$ cat config.mk
export PLATFORM = sky130hd
export DESIGN_NAME = axi_ram_ctrl
export DESIGN_NICKNAME = d
export VERILOG_FILES = /design/src/rtl/axi_ram_ctrl.sv
export SDC_FILE = /design/constraint.sdc
export NUM_CORES = 1
export LEC_CHECK = 0
export ABC_AREA = 1
export CAP_MARGIN = 20
export CELL_PAD_IN_SITES_DETAIL_PLACEMENT = 0
export CELL_PAD_IN_SITES_GLOBAL_PLACEMENT = 2
export CORE_MARGIN = 10
export CORE_UTILIZATION = 13
export DETAILED_ROUTE_END_ITERATION = 10
export PLACE_DENSITY = 0.93
export SYNTH_ARGS = -nofsm -noshare
export SYNTH_HDL_FRONTEND = slang
export SYNTH_SLANG_ARGS = --single-unit
$ cat constraint.sdc
create_clock -name clk -period 4.1 [get_ports clk]
set_input_delay 0.82 -clock clk [delete_from_list [all_inputs] [get_ports clk]]
set_output_delay 0.82 -clock clk [all_outputs]
set_load 0.05 [all_outputs]
$ cat src/rtl/axi_ram_ctrl.sv
// AXI4 slave that turns read/write bursts into cycles on a single-port 64-bit byte-enabled RAM.
// Optional feature: define AXI_RAM_RANGE_CHECK_EN to answer out-of-range bursts with DECERR.
module axi_ram_ctrl #(
   parameter int ID_W   = 4,
   parameter int ADDR_W = 32,
   parameter int RAM_AW = 16
) (
   input  logic              clk,
   input  logic              rst,
   input  logic [ID_W-1:0]   awid,
   input  logic [ADDR_W-1:0] awaddr,
   input  logic [7:0]        awlen,
   input  logic [2:0]        awsize,
   input  logic [1:0]        awburst,
   input  logic              awvalid,
   output logic              awready,
   input  logic [63:0]       wdata,
   input  logic [7:0]        wstrb,
   input  logic              wlast,
   input  logic              wvalid,
   output logic              wready,
   output logic [ID_W-1:0]   bid,
   output logic [1:0]        bresp,
   output logic              bvalid,
   input  logic              bready,
   input  logic [ID_W-1:0]   arid,
   input  logic [ADDR_W-1:0] araddr,
   input  logic [7:0]        arlen,
   input  logic [2:0]        arsize,
   input  logic [1:0]        arburst,
   input  logic              arvalid,
   output logic              arready,
   output logic [ID_W-1:0]   rid,
   output logic [63:0]       rdata,
   output logic [1:0]        rresp,
   output logic              rlast,
   output logic              rvalid,
   input  logic              rready,
   output logic [RAM_AW-1:0] ram_addr,
   output logic [63:0]       ram_din,
   output logic [7:0]        ram_wen,
   input  logic [63:0]       ram_dout
);

   localparam logic [2:0] S_IDLE  = 3'd0;
   localparam logic [2:0] S_WR    = 3'd1;
   localparam logic [2:0] S_WRESP = 3'd2;
   localparam logic [2:0] S_RD    = 3'd3;
   localparam logic [2:0] S_RDATA = 3'd4;

   localparam logic [1:0] RESP_OKAY   = 2'b00;
   localparam logic [1:0] RESP_SLVERR = 2'b10;
   localparam logic [1:0] RESP_DECERR = 2'b11;
   localparam logic [1:0] BURST_FIXED = 2'b00;

   logic [2:0]        state;
   logic [ID_W-1:0]   id_q;
   logic [7:0]        len_q;
   logic [1:0]        burst_q;
   logic [RAM_AW-1:0] addr_q;
   logic [8:0]        count_q;
   logic              last_rd;
   logic              dec_err_q;
   logic [1:0]        bresp_q;

   logic              pick_rd;
   logic              aw_hs;
   logic              ar_hs;
   logic              w_hs;
   logic              beat_last;
   logic              aw_dec;
   logic              ar_dec;
   logic [RAM_AW-1:0] addr_next;

   // awsize/arsize and the byte-offset bits carry no information for a fixed 64-bit beat.
   logic unused_bits;
   assign unused_bits = ^{awsize, arsize, awaddr, araddr};

`ifdef AXI_RAM_RANGE_CHECK_EN
   assign aw_dec = |awaddr[ADDR_W-1:RAM_AW+3];
   assign ar_dec = |araddr[ADDR_W-1:RAM_AW+3];
`else
   assign aw_dec = 1'b0;
   assign ar_dec = 1'b0;
`endif

   // On a tie the channel not served last time wins; last_rd resets low so reads win first.
   assign pick_rd = arvalid && (!awvalid || !last_rd);
   assign arready = (state == S_IDLE) && pick_rd;
   assign awready = (state == S_IDLE) && awvalid && !pick_rd;
   assign aw_hs   = awvalid && awready;
   assign ar_hs   = arvalid && arready;

   assign wready  = (state == S_WR);
   assign w_hs    = wvalid && wready;

   assign beat_last = (count_q == {1'b0, len_q});
   assign addr_next = (burst_q == BURST_FIXED) ? addr_q : addr_q + RAM_AW'(1);

   assign ram_addr = addr_q;
   assign ram_din  = wdata;
   assign ram_wen  = (state == S_WR && wvalid && !dec_err_q) ? wstrb : 8'h00;

   assign bvalid = (state == S_WRESP);
   assign bid    = id_q;
   assign bresp  = bresp_q;

   assign rvalid = (state == S_RDATA);
   assign rid    = id_q;
   assign rdata  = (state == S_RDATA && !dec_err_q) ? ram_dout : 64'h0;
   assign rresp  = (state == S_RDATA && dec_err_q) ? RESP_DECERR : RESP_OKAY;
   assign rlast  = (state == S_RDATA) && beat_last;

   // NOTE: state registers use non-blocking assignments so every flop samples pre-edge values.
   always_ff @(posedge clk) begin
      // NOTE: rst is synchronous, so it is tested inside the clocked block, not in the sensitivity list.
      if (rst) begin
         state     <= S_IDLE;
         id_q      <= '0;
         len_q     <= '0;
         burst_q   <= '0;
         addr_q    <= '0;
         count_q   <= '0;
         last_rd   <= 1'b0;
         dec_err_q <= 1'b0;
         bresp_q   <= RESP_OKAY;
      end else begin
         case (state)
            S_IDLE: begin
               if (ar_hs) begin
                  id_q      <= arid;
                  len_q     <= arlen;
                  burst_q   <= arburst;
                  addr_q    <= araddr[RAM_AW+2:3];
                  count_q   <= '0;
                  dec_err_q <= ar_dec;
                  last_rd   <= 1'b1;
                  state     <= S_RD;
               end else if (aw_hs) begin
                  id_q      <= awid;
                  len_q     <= awlen;
                  burst_q   <= awburst;
                  addr_q    <= awaddr[RAM_AW+2:3];
                  count_q   <= '0;
                  dec_err_q <= aw_dec;
                  last_rd   <= 1'b0;
                  state     <= S_WR;
               end
            end
            S_WR: begin
               if (w_hs) begin
                  addr_q  <= addr_next;
                  count_q <= count_q + 9'd1;
                  if (wlast) begin
                     state <= S_WRESP;
                     if (dec_err_q)
                        bresp_q <= RESP_DECERR;
                     else if (!beat_last)
                        bresp_q <= RESP_SLVERR;
                     else
                        bresp_q <= RESP_OKAY;
                  end
               end
            end
            S_WRESP: begin
               if (bready)
                  state <= S_IDLE;
            end
            S_RD: begin
               state <= S_RDATA;
            end
            S_RDATA: begin
               // Address is held while stalled so ram_dout stays valid for the pending beat.
               if (rready) begin
                  if (beat_last) begin
                     state <= S_IDLE;
                  end else begin
                     addr_q  <= addr_next;
                     count_q <= count_q + 9'd1;
                     state   <= S_RD;
                  end
               end
            end
            default: state <= S_IDLE;
         endcase
      end
   end

endmodule

==> metrics.yaml <==
final_cell_mix: "clkdlybuf4s50_1 (241), nand2_1 (153), nor2_1 (149)"
final_util: 0.213
grt_max_degree: 35
grt_usage: 0.0888
tns_ns: 0
synth_edf_count: 0
dr.pass1.iters: 4
ys_async_sr_fraction: 0
die_h_um: 197
die_w_um: 197
std_cell_rows: 64
cts_made_buffers: 5
synthDistinctLibCells: 31
rsz0062_at_grt: "no"
cts_tree: "done"
slew_headroom: 0.552
wl_um: 18500
viasPerCell: 3.64
worstPathCellList: "clkdlybuf4s50_1 > nand2_1 > nand2_1 > inv_1 > nor2_1 > clkdlybuf4s50_1"
port_buffers: 242
cpPeakStageDelay_ns: 0.85
cts.sinks: 44
drive_gt1_frac: 0.0466
fillers: 3485
highest_layer: "met4"
insertion_delay_ns: 0.30
hold_violations: 0
syn_area_um2: 4090
diodes: 0
routedWlPerCell_um: 14.5
layoutNonFillerInstCount: 1276
wl_met2_um: 8910
antenna_left: 0
grt_pass1_wl_um: 27000
end_kind: "output port"
cts.path.max_buffers: 2
synthFlopType: "dfxtp_1"
place_congestion: 0.805
wl_met3_um: 2050
antenna_found_initial: 0
post_cts_buffers: 0
grt_pass1_vias: 4630
yosysWarningCount: 0
critPathMaxFanout: 3
r2r-start: "state[0]"
period_needed_ns: 3.43
cp.required_ns: 3.28
startpoint: "awvalid"
start_util: 0.133
hp-class: "register to register"
synthCells: 720
hpwlAfterDp_um: 15000
status: "completed"
finClkSkew_ns: 0.00841
htree_levels: 2
core_region_area_um2: 30800
overflow: 0
ir_drop_mv: 0.301
numPlacedInstances: 1268
setup_viol: 0
avgSynthCellArea_um2: 5.68
crit_type: "input port to output port"
max_cap_viol_count: 0
vias: 4642
clock.fmax_mhz: 292
io_pins: 412
cts-hold-fix-buffers: 0
period_share: 0.836
critical_path.startpoint_type: "input port"
final_common_cell: "clkdlybuf4s50_1"
cts.reportedPaths.clkPinSlew_ns: 0.08
area_delta_synth_final_pct: 60.6
min_from: "last_rd"
ys_seq_area_frac: 0.215
worst_slew_pin_slew_ns: 0.668
dieArea_um2: 39000
cts-root-buf: "clkbuf_16"
cts_resized: 0
drtIter0Drc: 171
drc: 0
power-per-cell-area_nw_per_um2: 586
critPathArrivalTime_ns: 2.61
ys_ff_latch: 44
critPathSlowestCell: "clkdlybuf4s50_1"
nNetsFinal: 1123
drt-met1-wl_um: 7320
leakage_nw: 2.98
slew_violations: 0
[metrics by stage]
stage | area [um2] | worst slack [ns] | hold WS, ns | total power, W
finish | 6570 | 0.671 | 0.513 | 0.00385
floorplan | 4100 | 1.35 | 0.439 | 0.00280
global route | 6570 | 0.509 | 0.560 | 0.00421
CTS | 6570 | 0.616 | 0.519 | 0.00394
detailed placement | 6400 | 0.682 | 0.507 | 0.00340
global placement | 6400 | 0.712 | 0.497 | 0.00338
[worst paths after layout]
check | end | slack [ns] | cells past startpoint
min | last_rd | 0.51 | 2
max | awready | 0.67 | 6
max reg2reg | ram_addr[3] | 1.96 | 9
min reg2reg | last_rd | 0.51 | 2
[state kept, by name, summed over array words and instances, names as in the netlist]
register  cells
last_rd       1
bid           4
bresp         1
burst_q       2
count_q       9
len_q         8
state         3
ram_addr     16
[kinds of logic (layout without fill, tap and decap cells)]
group                    Yosys count  after routing  share of synthesized area
AND/OR/NAND/NOR                  360            360                      0.377
buffers and inverters            230            388                      0.287
AO/OA/AOI/OAI                     76             76                     0.0985
flip-flops                        44             44                      0.215
XOR/XNOR                           7              7                     0.0150
adder cells (fa/ha/maj)            2              2                    0.00612
other                              1              3                   0.000917
[critical path, delay by kind of cell]
kind | cells | cell delay [ns]
buf+inv | 3 | 1.40
simple gates | 3 | 0.38
[power breakdown]
group          switching [W]  total (W)  internal [W]
Sequential          0.000174   0.000771      0.000597
Combinational        0.00172    0.00257      0.000852
Clock               0.000216   0.000507      0.000291
Total                0.00210    0.00385       0.00174
[layout make-up]
cell class,instances,area [um2],share of cell area
clock buffers,5,125,0.0191
clock inverters,3,46.3,0.00705
inverters,131,492,0.0749
multi-input cells,448,2040,0.311
flip-flops and latches,44,881,0.134
well taps,396,495,0.0754
repair buffers,249,2480,0.378
[cells in the mapped netlist (all sizes together) (2+ instances only)]
| cell type | instances | area (um2) |
|---|---|---|
| o21ai | 41 | 205 |
| a31oi | 15 | 93.8 |
| nand4 | 10 | 62.6 |
| clkbuf | 10 | 37.5 |
| ha | 2 | 25.0 |
| or2 | 2 | 12.5 |
| inv | 130 | 488 |
| nand2 | 156 | 603 |
| a21oi | 17 | 85.1 |
| buf | 89 | 644 |
| xor2 | 7 | 61.3 |
| nand3 | 30 | 185 |
| dfxtp | 44 | 881 |
| nor2 | 157 | 652 |
| o22ai | 3 | 18.8 |
| nor3 | 4 | 20.0 |
[per-layer routing]
metal / track usage / vias to the layer above
met5: 0 / -
met4: 0.0174 / 0
met3: 0.0390 / 22
met2: 0.157 / 202
met1: 0.0962 / 2008
li1: - / 2410
(Power assumes the default switching activity.)
